<file path="config.mk">
export PLATFORM = sky130hd
export DESIGN_NAME = dds_div_dac
export DESIGN_NICKNAME = d
export VERILOG_FILES = /design/src/rtl/dds_div_dac.sv
export SDC_FILE = /design/constraint.sdc
export NUM_CORES = 1
export LEC_CHECK = 0
export CORE_MARGIN = 4
export CORE_UTILIZATION = 38
export DETAILED_ROUTE_END_ITERATION = 10
export GPL_ROUTABILITY_DRIVEN = 0
export HOLD_SLACK_MARGIN = 0.08
export PLACE_DENSITY = 0.68
export SETUP_SLACK_MARGIN = 0.4
export SLEW_MARGIN = 20
export SYNTH_ARGS = -nofsm -noshare
export SYNTH_HDL_FRONTEND = slang
export SYNTH_SLANG_ARGS = --single-unit
</file>
<file path="constraint.sdc">
create_clock -name clk -period 9.7 [get_ports clk]
set_clock_uncertainty 0.05 [all_clocks]
set_input_delay 1.94 -clock clk [delete_from_list [all_inputs] [get_ports clk]]
set_output_delay 1.94 -clock clk [all_outputs]
set_load 0.1 [all_outputs]
</file>
<file path="src/rtl/dds_div_dac.sv">
// Audio back-end: per-voice quarter-wave sine lookup, free-running 33-cycle divider, PWM DAC.
// Optional macro DAC_SYNC_UPDATE_EN: latch the PWM threshold only at the period wrap (glitch-free).

module dds_sin_lane (
    input  logic [7:0] theta,
    output logic [7:0] amp
);
    localparam logic [6:0] SIN_Q [0:64] = '{
        7'd0,   7'd3,   7'd6,   7'd9,   7'd12,  7'd16,  7'd19,  7'd22,
        7'd25,  7'd28,  7'd31,  7'd34,  7'd37,  7'd40,  7'd43,  7'd46,
        7'd49,  7'd51,  7'd54,  7'd57,  7'd60,  7'd63,  7'd65,  7'd68,
        7'd71,  7'd73,  7'd76,  7'd78,  7'd81,  7'd83,  7'd85,  7'd88,
        7'd90,  7'd92,  7'd94,  7'd96,  7'd98,  7'd100, 7'd102, 7'd104,
        7'd106, 7'd107, 7'd109, 7'd111, 7'd112, 7'd113, 7'd115, 7'd116,
        7'd117, 7'd118, 7'd120, 7'd121, 7'd122, 7'd122, 7'd123, 7'd124,
        7'd125, 7'd125, 7'd126, 7'd126, 7'd126, 7'd127, 7'd127, 7'd127,
        7'd127
    };

    logic [6:0] idx;
    logic [6:0] mag;

    // Odd quadrants mirror the index, the lower half-wave negates the magnitude.
    assign idx = theta[6] ? (7'd64 - {1'b0, theta[5:0]}) : {1'b0, theta[5:0]};
    assign mag = SIN_Q[idx];
    assign amp = theta[7] ? (8'd0 - {1'b0, mag}) : {1'b0, mag};
endmodule

module dds_div_dac #(
    parameter int CLK_FREQ    = 120_000_000,
    parameter int PWM_FREQ    = 500_000,
    parameter int PLAYER_NUM  = 3,
    parameter int THETA_WIDTH = 8,
    parameter int AM_WIDTH    = 8
) (
    input  logic                              clk,
    input  logic                              rst,
    input  logic [THETA_WIDTH*PLAYER_NUM-1:0] dds_theta,
    output logic [AM_WIDTH*PLAYER_NUM-1:0]    dds_am,
    input  logic signed [31:0]                am_sum,
    input  logic [7:0]                        den,
    output logic [7:0]                        am,
    output logic                              wave
);
    localparam int          PERIOD   = CLK_FREQ / PWM_FREQ;
    localparam logic [15:0] PERIOD_W = 16'(PERIOD);

    for (genvar g = 0; g < PLAYER_NUM; g++) begin : g_voice
        dds_sin_lane u_lane (
            .theta (dds_theta[THETA_WIDTH*g +: THETA_WIDTH]),
            .amp   (dds_am[AM_WIDTH*g +: AM_WIDTH])
        );
    end

    typedef enum logic {LOAD, RUN} div_state_t;

    div_state_t  state, state_nxt;
    logic [31:0] num_q, quo_q, quo_nxt;
    logic [7:0]  den_q, rem_q, rem_nxt, result;
    logic [4:0]  idx_q;
    logic [8:0]  trial;
    logic        ge;

    always_ff @(posedge clk) begin
        if (rst) state <= LOAD;
        else     state <= state_nxt;
    end

    always_comb begin
        state_nxt = state;
        case (state)
            LOAD:    state_nxt = RUN;
            RUN:     if (idx_q == 5'd0) state_nxt = LOAD;
            default: state_nxt = LOAD;
        endcase
    end

    // One restoring step; the remainder stays below den so 8 bits hold it.
    always_comb begin
        trial   = {rem_q, num_q[idx_q]};
        ge      = trial >= {1'b0, den_q};
        rem_nxt = ge ? 8'(trial - {1'b0, den_q}) : trial[7:0];
        quo_nxt = quo_q;
        quo_nxt[idx_q] = ge;
        if (den_q == 8'd0)        result = 8'd255;
        else if (num_q[31])       result = 8'd0;
        else if (|quo_nxt[31:8])  result = 8'd255;
        else                      result = quo_nxt[7:0];
    end

    always_ff @(posedge clk) begin
        if (rst) begin
            am    <= 8'd128;
            num_q <= '0;
            den_q <= '0;
            rem_q <= '0;
            quo_q <= '0;
            idx_q <= 5'd31;
        end else if (state == LOAD) begin
            num_q <= am_sum;
            den_q <= den;
            rem_q <= '0;
            quo_q <= '0;
            idx_q <= 5'd31;
        end else begin
            rem_q <= rem_nxt;
            quo_q <= quo_nxt;
            idx_q <= idx_q - 5'd1;
            if (idx_q == 5'd0) am <= result;
        end
    end

    logic [15:0] cnt, thr, thr_calc;
    logic [23:0] prod;
    logic        wrap;

    assign prod     = {16'd0, am} * {8'd0, PERIOD_W};
    assign thr_calc = prod[23:8];
    assign wrap     = (cnt == PERIOD_W - 16'd1);

    always_ff @(posedge clk) begin
        if (rst) begin
            cnt  <= '0;
            thr  <= '0;
            wave <= 1'b0;
        end else begin
            cnt  <= wrap ? 16'd0 : cnt + 16'd1;
            wave <= (cnt < thr);
`ifdef DAC_SYNC_UPDATE_EN
            if (wrap) thr <= thr_calc;
`else
            thr <= thr_calc;
`endif
        end
    end
endmodule

</file>
* Word level (Yosys, flattened, before mapping) *
Memory sizes are Yosys's and may differ from the RTL's.
Cells that the tools add are included.

storage, ports and cells
  bits in read-only memories = 2688
  bits of input ports = 66
  word-level logic and storage cells = 66
  output and inout bits = 33
  register bits = 127
  memories = 3

memory list
  name              depth  width  rd ports  clocked after Yosys merged registers in  write ports  line  source
  (name not given)  128    7      1         0                                        0            25    assign mag = SIN_Q[idx];
  (name not given)  128    7      1         0                                        0            25
  (name not given)  128    7      1         0                                        0            25

cells by class
  bitwise gates (word level) = 4
  eq/ne operators = 1
  mux-type cells = 23
  order comparisons = 7
  multipliers = 1
  reductions and logical operators = 7
  $add $sub $neg = 9

operators by type and width
  operator                                              number
  two-way mux 7 bit                                     9
  two-way mux 8 bit                                     7
  bitwise mux 32 bit                                    1
  >= comparator 8 bit, second input constant            3
  NOT 7 -> 8 bit                                        3
  OR reduction 24 bit                                   1
  subtractor 1 x 7 -> 8 bit, first input constant       3
  subtractor 7 x 6 -> 7 bit, first input constant       3
  adder 16 x 1 -> 16 bit, second input constant         1
  equality test 16 x 8 -> 1 bit, second input constant  1
  < comparator 16 bit                                   1
  multiplier 8 x 4 -> 12 bit, second input constant     1
  >= comparator 9 x 8 -> 1 bit                          1
  logical NOT 8 bit                                     1
  subtractor 8 bit                                      1
  < comparator 5 x 6 -> 1 bit, second input constant    1
  binary-select mux 1 bit (select 5 bit)                1
  demux 1 bit (select 5 bit)                            1
  >= comparator 5 x 1 -> 1 bit, second input constant   1
  logical NOT 5 bit                                     1
  subtractor 5 x 1 -> 5 bit, second input constant      1
  OR reduction 2 bit                                    2
  two-way mux 1 bit                                     3
  case mux 1 bit (2 select lines)                       1
  other kinds (3)                                       3

* Logic depth before layout (Yosys ltp) *
Gate-level depths: netlist (run 1).

  depth in word-level cells = 9
  gate-level depth with buffers = 16
  depth with buffers taken out = 14

* Modules after synthesis *
A second synthesis (run 1) with hierarchy kept.

unflattened totals
  cell total of the unflattened synthesis = 1179
  area, all modules = 9830.7 um2

by module, submodules not included
  module                                 cells each  area each (um2)  times used
  dds_div_dac                            679         6252.2           1
  dds_sin_lane at g_voice[0].u_lane ...  164         1192.4           2
  dds_sin_lane at g_voice[2].u_lane      172         1193.6           1

* Worst setup path before layout (run 1) *
No wires, ideal clock.

  path type = input-to-output
  start point = input port dds_theta[9]
  end point = output port dds_am[10]
  required time = 7.710 ns
  stages on the path = 13
  path slack = -0.649 ns
  arrival = 8.359 ns
  path buffers = 3
  cell sequence = clkbuf_1 > clkbuf_1 > inv_1 > ha_1 > buf_2 > nor3b_1 > o211ai_1 > o32ai_1 > a222oi_1 > inv_1 > ha_1 > nand2b_1 > xnor2_1

on the way
  cells in the longest elaborated chain, start to end = 8

RTL lines
  element                                                  line  source
  start, declared                                          38    input logic [THETA_WIDTH*PLAYER_NUM-1:0] dds_theta,
  subtractor 7 x 6 -> 7 bit                                24    assign idx = theta[6] ? (7'd64 - {1'b0, theta[5:0]}) : {1'b0, theta[5:0]};
  two-way mux 7 bit *                                      24
  NOT 7 -> 8 bit (not written as such) *                   25
  memory (128 x 7 bit) *                                   -
  two-way mux 7 bit (not written as such) * (2 in series)  25
  subtractor 1 x 7 -> 8 bit                                26    assign amp = theta[7] ? (8'd0 - {1'b0, mag}) : {1'b0, mag};
  two-way mux 8 bit *                                      26
  end, declared                                            39    output logic [AM_WIDTH*PLAYER_NUM-1:0] dds_am,

Every way passes the cells marked *; elsewhere a longest branch is shown, timed or not. The select of a mux whose other input is x is not followed.

* Worst setup path in the final report (run 1) *
  start point = input port dds_theta[16]
  end point = output port dds_am[21]

Same word-level chain as after synthesis.

==> results of run 1 <==
==> sequential cells by signal, indices dropped and copies added, names as in the netlist <==
register	cells
cnt	16
den_q	8
thr	8
state	1
quo_q	32
wave	1
idx_q	5
rem_q	8
am	8
num_q	32
==> worst min-delay path by stage <==
stage	startpoint	end	cells past startpoint
after floorplan	cnt[0]	cnt[0]	1
after global placement	cnt[0]	cnt[0]	1
after detailed placement	rem_q[1]	rem_q[2]	2
after CTS	rem_q[4]	rem_q[5]	2
after global routing	rem_q[1]	rem_q[2]	2
final	rem_q[4]	rem_q[5]	2
==> worst max-delay path, cell delays in order <==
cell and delay, ns:
clkdlybuf4s50_1 0.73, inv_1 0.21, ha_1 0.32, nand2_1 0.04
o21ai_1 0.40, inv_1 0.28, ha_1 0.31, nor3_1 0.25
o41ai_1 0.09, o22ai_1 0.26, o2111ai_1 0.24, o21ai_1 0.22
xor2_1 0.19, clkdlybuf4s50_1 1.16
==> cell type report <==
| cell class | instances | area (um^2) |
|---|---|---|
| Timing Repair Buffer | 110 | 1020 |
| Clock buffer | 18 | 439 |
| Inverter | 62 | 234 |
| Clock inverter | 14 | 173 |
| Multi-Input combinational cell | 969 | 6820 |
| Sequential cell | 119 | 2380 |
| Tap cell | 330 | 413 |
| Fill cell | 2406 | 13600 |
==> power by group through the flow <==
stage | registers (W) | clock network, W | logic [W]
2_1_floorplan | 0.000541 | 0 | 0.000687
4_1_cts | 0.000535 | 0.000658 | 0.000899
6_report | 0.000535 | 0.000646 | 0.000903
3_3_place_gp | 0.000545 | 0 | 0.000887
5_1_grt | 0.000539 | 0.000679 | 0.000982
3_5_place_dp | 0.000546 | 0 | 0.000897
==> per-layer routing <==
layer	part of all wire, %	routed length (um)	up-vias	track usage (%)
li1	-	-	4552	-
met1	48	11200	4189	22.0
met2	45	10500	288	26.0
met3	5.1	1190	46	2.90
met4	1.9	435	0	5.36
met5	0	0	-	0
==> kinds of logic after synthesis <==
| logic type | share of synthesized area, % |
|---|---|
| adders and majority gates | 10.2 |
| buffers and inverters | 6.10 |
| xor gates and xnor gates | 5.25 |
| AOI/OAI and AO/OA | 24.1 |
| muxes | 8.47 |
| DFF | 24.6 |
| and+or+nand+nor | 21.3 |
==> layout by cell type, fill, tap and decap left out, types with 30 or more instances in the layout <==
cell / n
mux2i_1: 56
inv_1: 60
xnor2_1: 30
nand2_1: 118
a21oi_1: 96
nor2_1: 119
dfxtp_1: 118
nand3_1: 37
o21ai_0: 64
buf_4: 30
clkdlybuf4s50_1: 79
ha_1: 57
==> through the flow <==
stage	hold slack, ns	power, W
floorplan	0.371	0.00123
global placement	0.393	0.00143
detailed placement	0.400	0.00144
CTS	0.410	0.00209
global route	0.426	0.00220
finish	0.405	0.00208
==> summary.txt, run 1 <==
Pwr Density: 182 nW/um^2
Worst setup startpoint: dds_theta[16]
H-tree levels: 4
Max Transition Viols Final: 0
YS warnings: 0
Post-CTS Hold Fix Bufs: 0
CTS tree: done
ANT cells: 0
Residual DRC: 0
Crit path required time: 7.71 ns
slew margin rel.: 25.6%
LEAKAGE: 4.55 nW
Setup crit end kind: primary output
Yosys top cell by area: dfxtp_1
clk sinks: 119
RR Startpoint: idx_q[0]
Cell variety after synth: 88
Post-Synthesis Net Count: 1372
worst-margin pin slew: 1.11 ns
r2r setup slk: 5.43 ns
Detail Route Antenna Nets: 0
Async SR Flop Fraction: 0%
Clock power frac: 31.0%
std cell rows: 58
DRT iter0 DRCs: 724
Post-synth EDFFs: 0
Post-DP HPWL: 16900 um
fin util: 45.7%
Buffers on Ports: 98
design area: 11500 um^2
Final period util: 89.2%
Synth Instances: 1235
HP Class: flop to flop
syn avg cell area: 7.84 um^2
Die Y: 168 um
Max Freq: 116 MHz
die boundary width: 168 um
Main synth FF type: dfxtp_1
number of global-route vias before repair: 8491
wire per inst: 14.4 um
Area Overhead vs Synth: 18.6%
final worst path period need: 8.65 ns
final setup vio count: 0
Nets: 1416
switching power: 0.000865 W
# placed instances: 1590
DR pass1 iterations: 5
clk_lat worst skew: 0.41 ns
combinational power share: 43.3%
fin worst setup slack: 1.05 ns
Clk pin slew, worst setup/hold paths: 0.06 ns
CTS resizes: 0
status: complete, no violations
crit-path max FO: 11
first-pass GRT wire length: 39700 um
largest cells by area after synthesis: dfxtp_1 (25%), ha_1 (7.5%), mux2i_1 (5.8%)
pre-CTS setup slack: 1.06 ns
Flop pwr share: 25.7%
top post-synthesis cells by count: dfxtp_1 (119), nor2_1 (119), nand2_1 (118)
CTS Buf Count: 17
largest net degree at the start of global routing: 56
Initial Util: 38.5%
Crit Path Category: input port to primary output
core area: 25100 um^2
worst reg-to-reg path cell count: 12
number of synthesized register bits: 119
Vias: 9075
P_int: 0.00122 W
Critical R2R Capture: am[7]
register area share after synthesis: 24.6%
worst setup path end: dds_am[21]
WP data arrival: 6.66 ns
total track usage: 16.2%
unrepaired setup endpoints after global routing: no
top cell type's share of synthesized area: 24.6%
Via density: 5.59
max cap viols: 0
Hold Vio Cnt, Final: 0
Final TNS setup: 0 ns
proportion of layout cells with a drive suffix above 1: 8.75%
Net Sw Frac: 41.5%
postcts setup bufs: 0
GRT overflow: 0
initial antenna violation count: 0
Top Ports: 99
dpl cell area: 10900 um^2
Detailed Route WL: 23300 um
type of origin of the critical path: input port
deepest clock path buffer count: 2
Max IR drop VDD: 0.157 mV
Clock Root Buffer: clkbuf_16
Synth Cell Area: 9680 um^2
post-route non-filler standard cell count: 1622
die footprint: 28100 um^2
(Power assumes the default switching activity.)
==> inputs of run 2 (changes only) <==
--- a/config.mk
+++ b/config.mk
@@ -6,11 +6,11 @@
 export NUM_CORES = 1
 export LEC_CHECK = 0
 export CORE_MARGIN = 4
-export CORE_UTILIZATION = 38
+export CORE_UTILIZATION = 50
 export DETAILED_ROUTE_END_ITERATION = 10
 export GPL_ROUTABILITY_DRIVEN = 0
 export HOLD_SLACK_MARGIN = 0.08
-export PLACE_DENSITY = 0.68
+export PLACE_DENSITY = 0.83
 export SETUP_SLACK_MARGIN = 0.4
 export SLEW_MARGIN = 20
 export SYNTH_ARGS = -nofsm -noshare
==> run 2 against run 1 <==
Effect of this change:
- routed wire length grew 3.1%
- non-clock buffer count rose by 1
- setup slack better by 0.019 ns
- clock-buffer cell count is 1 lower
- first-iteration DRC count shrank 11%
- hold slack better by 0.0021 ns
- die area shrank 23%
- sequential cell count is the same
- largest cell class unchanged
- largest power group unchanged
==> summary.txt, run 2 (synthesis results as in run 1) <==
switching power: 0.000877 W
die footprint: 21600 um^2
Crit Path Category: input port to primary output
Area Overhead vs Synth: 17.8%
sum of buffers and inverters on the critical path: 4
Post-DP HPWL: 16800 um
ANT cells: 0
Fillers: 1636
Top Ports: 99
max cap viols: 0
unrepaired setup endpoints after global routing: no
Die Y: 147 um
CTS resizes: 0
# placed instances: 1521
final worst path period need: 8.63 ns
Max Freq: 116 MHz
Max IR drop VDD: 0.197 mV
Max Transition Viols Final: 0
WP data arrival: 6.64 ns
Crit path required time: 7.71 ns
slew margin rel.: 30.8%
LEAKAGE: 4.53 nW
Buffers on Ports: 98
Final period util: 89.0%
Net Sw Frac: 42.0%
most frequent cells in the layout: nor2_1 (119), nand2_1 (118), dfxtp_1 (118)
type of origin of the critical path: input port
slowest cell delay on critical path: 1.14 ns
Detailed Route WL: 24000 um
std cell rows: 50
postcts setup bufs: 0
number of global-route vias before repair: 8542
core area: 18900 um^2
DR pass1 iterations: 5
commonest non-fill, non-tap cell in the layout: nor2_1
Residual DRC: 0
Setup crit end kind: primary output
worst path cell trace: clkdlybuf4s50_1 -> inv_1 -> ha_1 -> nand2_1 -> o21ai_1 -> inv_1 -> ha_1 -> nor3_1 -> o41ai_1 -> o22ai_1 -> o2111ai_1 -> o21ai_1 -> xor2_1 -> clkdlybuf4s50_1
CP delay by family, top: buffers and inverters
Post-CTS Hold Fix Bufs: 0
CTS tree: done
P_int: 0.00121 W
Initial Util: 51.2%
worst-margin pin slew: 1.03 ns
Via density: 5.93
Clock power frac: 30.6%
Clock Root Buffer: clkbuf_16
post-route non-filler standard cell count: 1553
Detail Route Antenna Nets: 0
largest net degree at the start of global routing: 56
biggest regs: num_q (32), quo_q (32), cnt (16)
Vias: 9208
clk_lat worst skew: 0.42 ns
Final TNS setup: 0 ns
H-tree levels: 4
die boundary width: 147 um
DRT iter0 DRCs: 644
initial antenna violation count: 0
total track usage: 21.5%
Nets: 1417
Clk pin slew, worst setup/hold paths: 0.06 ns
CTS Buf Count: 17
first-pass GRT wire length: 40200 um
slowest CP cell: clkdlybuf4s50_1
clk sinks: 119
combinational power share: 43.7%
Hold Vio Cnt, Final: 0
wire per inst: 15.5 um
Pwr Density: 183 nW/um^2
GRT overflow: 0
proportion of layout cells with a drive suffix above 1: 8.82%
HP Class: flop to flop
final setup vio count: 0
crit-path max FO: 11
Flop pwr share: 25.7%
status: complete, no violations
deepest clock path buffer count: 2
## run 2: changes by cell type in the layout (fill, tap and decap cells not counted), sizes merged
cell and delta:
clkbuf -1, inv -1, clkdlybuf4s50 +1, clkinvlp +5, clkinv -3
## run 2: per-layer routing
layer / wire (um) / GRT usage, % / vias up
met3: 1420 / 3.24 / 50
met5: 0 / 0 / -
met4: 478 / 6.80 / 0
met1: 10700 / 28.4 / 4282
li1: - / - / 4542
met2: 11500 / 36.2 / 334
## run 2: stage by stage
stage | total power [W] | instance area, um^2 | setup slack, ns | hold WS, ns | utilization [%]
final | 0.00209 | 11400 | 1.07 | 0.408 | 60.4
after global placement | 0.00142 | 10800 | 1.27 | 0.389 | 57.1
after detailed placement | 0.00144 | 10800 | 1.12 | 0.405 | 57.1
after floorplan | 0.00123 | 9780 | 0.408 | 0.371 | -
after global routing | 0.00219 | 11400 | 0.705 | 0.421 | 60.4
after CTS | 0.00208 | 11400 | 1.10 | 0.408 | 60.3
## run 2: final timing paths
path | startpoint | endpoint | slack, ns | depth (start not counted)
max | dds_theta[16] | dds_am[21] | 1.07 | 14
min | rem_q[5] | rem_q[6] | 0.41 | 2
max reg2reg | idx_q[0] | am[7] | 5.38 | 11
min reg2reg | rem_q[5] | rem_q[6] | 0.41 | 2
## run 2: worst reg2reg max path, stage by stage, from the launching register on
cell and delay (ns):
dfxtp_1 0.83, mux4_2 0.60, a22oi_1 0.23, and4_1 0.26, ha_1 0.25, nand2b_1 0.14
a21oi_1 0.14, o21ai_0 0.12, a211o_1 0.34, a21oi_2 0.60, a31oi_1 0.20, o41a_1 0.43
## run 2: power by group through the flow
stage	Clock (W)	Sequential (W)	Combinational (W)
after global placement	0	0.000544	0.000879
after floorplan	0	0.000541	0.000687
final	0.000640	0.000536	0.000913
after CTS	0.000644	0.000536	0.000900
after global routing	0.000669	0.000539	0.000978
after detailed placement	0	0.000546	0.000895
## run 2: final cells by class
cell class	count	area, um^2	share of cell area (%)
repair buffers	111	1030	9.04
clock buffers	17	425	3.73
multi-input cells	969	6830	59.9
inverters	62	234	2.05
flip-flops and latches	119	2380	20.9
well taps	260	325	2.85
clock inverters	15	179	1.57
==> inputs of run 3 (changes only) <==
==> constraint.sdc (replaced) <==
create_clock -name clk -period 9.7 [get_ports clk]
set_clock_uncertainty 0.05 [all_clocks]
set_input_delay 1.455 -clock clk [delete_from_list [all_inputs] [get_ports clk]]
set_output_delay 1.455 -clock clk [all_outputs]
set_load 0.1 [all_outputs]
==> run 3 against run 2 <==
Effect of this change:
- hold slack better by 0.0061 ns
- clock-buffer cell count increased by 4
- sequential cell count unchanged
- final cell count fell by 0.13%
- fmax increased by 7.7%
- sequential power about the same
- highest routed layer unchanged
==> summary.txt, run 3 (synthesis results as in run 1) <==
status: complete, no violations
Via density: 5.98
clk_lat worst skew: 0.41 ns
Critical R2R Capture: am[7]
final worst path period need: 8.02 ns
Post-DP HPWL: 17200 um
Hold Vio Cnt, Final: 0
commonest non-fill, non-tap cell in the layout: nor2_1
clk sinks: 119
Detail Route Antenna Nets: 0
std cell rows: 50
proportion of layout cells with a drive suffix above 1: 6.58%
DR pass1 iterations: 6
# placed instances: 1519
wire per inst: 15.6 um
Die Y: 147 um
first-pass GRT wire length: 40900 um
Final TNS setup: 0 ns
Setup crit end kind: primary output
CTS resizes: 0
die footprint: 21600 um^2
Nets: 1415
Crit Path Category: input port to primary output
Fillers: 1625
Max Transition Viols Final: 0
most frequent cells in the layout: nor2_1 (119), nand2_1 (118), dfxtp_1 (118)
Buffers on Ports: 98
Initial Util: 51.2%
design area: 11300 um^2
biggest regs: num_q (32), quo_q (32), cnt (16)
postcts setup bufs: 0
Pwr Density: 183 nW/um^2
Clk pin slew, worst setup/hold paths: 0.06 ns
unrepaired setup endpoints after global routing: no
initial antenna violation count: 0
Min Hold Slack: 0.414 ns
max cap viols: 0
slew margin rel.: 30.6%
deepest clock path buffer count: 2
CTS tree: done
final setup vio count: 0
WP data arrival: 6.51 ns
CTS Buf Count: 17
Area Overhead vs Synth: 17.2%
worst-margin pin slew: 1.04 ns
largest net degree at the start of global routing: 56
Worst setup startpoint: dds_theta[9]
crit-path max FO: 21
worst setup path end: dds_am[10]
post-route non-filler standard cell count: 1551
RR Startpoint: idx_q[0]
type of origin of the critical path: input port
Residual DRC: 0
Post-CTS Hold Fix Bufs: 0
Clock Root Buffer: clkbuf_16
ANT cells: 0
total track usage: 21.9%
Top Ports: 99
Vias: 9281
slowest cell delay on critical path: 1.15 ns
worst reg-to-reg path cell count: 11
core area: 18900 um^2
LEAKAGE: 4.51 nW
dpl cell area: 10700 um^2
worst path cell trace: clkdlybuf4s50_1 -> inv_1 -> ha_1 -> nor3b_1 -> o211ai_1 -> o32ai_1 -> a222oi_1 -> inv_1 -> ha_1 -> nand2b_1 -> xnor2_2 -> clkdlybuf4s50_1
die boundary width: 147 um
number of global-route vias before repair: 8763
GRT overflow: 0
Detailed Route WL: 24200 um
Crit path required time: 8.20 ns
Max IR drop VDD: 0.155 mV
HP Class: flop to flop
H-tree levels: 4
Max Freq: 125 MHz
r2r setup slk: 5.36 ns
Final period util: 82.7%
slowest CP cell: clkdlybuf4s50_1
DRT iter0 DRCs: 979
run 3: cell count changes in the layout (fill, tap and decap cells not counted), sizes merged:
| cell | change |
|---|---|
| buf | -19 |
| clkdlybuf4s50 | +17 |
| clkinvlp | -5 |
| clkbuf | +4 |
| clkinv | +2 |
| inv | -1 |
run 3: power breakdown:
| part | total, W | switching (W) | internal [W] |
|---|---|---|---|
| clock network | 0.000639 | 0.000222 | 0.000417 |
| logic | 0.000896 | 0.000605 | 0.000291 |
| registers | 0.000537 | 0.0000192 | 0.000517 |
| total | 0.00207 | 0.000846 | 0.00123 |
run 3: how the worst min path moves through the flow:
stage / from / end / slack, ns / cells past startpoint
finish: rem_q[1] / rem_q[2] / 0.41 / 2
global route: rem_q[2] / rem_q[3] / 0.43 / 2
CTS: rem_q[3] / rem_q[4] / 0.41 / 2
detailed placement: cnt[0] / cnt[0] / 0.40 / 1
global placement: cnt[0] / cnt[0] / 0.39 / 1
floorplan: cnt[0] / cnt[0] / 0.37 / 1
run 3: routing by layer:
layer  vias to the layer above  global-route usage [%]  routed length [um]
met1                      4312                    27.7               10400
met2                       367                    37.8               11900
met4                         0                    7.32                 512
li1                       4546                       -                   -
met5                         -                       0                   0
met3                        56                    3.79                1490
run 3: stage by stage:
step | power [W] | setup slack (ns) | utilization (%)
2_1_floorplan | 0.00121 | 0.423 | -
3_3_place_gp | 0.00141 | 1.91 | 56.8
3_5_place_dp | 0.00143 | 1.79 | 56.8
4_1_cts | 0.00207 | 1.75 | 60.0
5_1_grt | 0.00217 | 1.40 | 60.0
6_report | 0.00207 | 1.68 | 60.0
run 3: area by class of cell:
type,count,area (um^2),area share [%]
inverter,62,233,2.05
clock buffer,21,460,4.06
sequential,119,2380,21.0
multi-input combinational,969,6730,59.4
tap,260,325,2.87
clock inverter,11,146,1.29
timing repair buffer,109,1060,9.33
run 3: worst max-delay path: cells and delay by family:
family          cells  cell delay (ns)
buf+inv             4             2.41
compound gates      3             1.34
fa+ha+maj           2             0.72
simple gates        2             0.44
xor+xnor            1             0.13
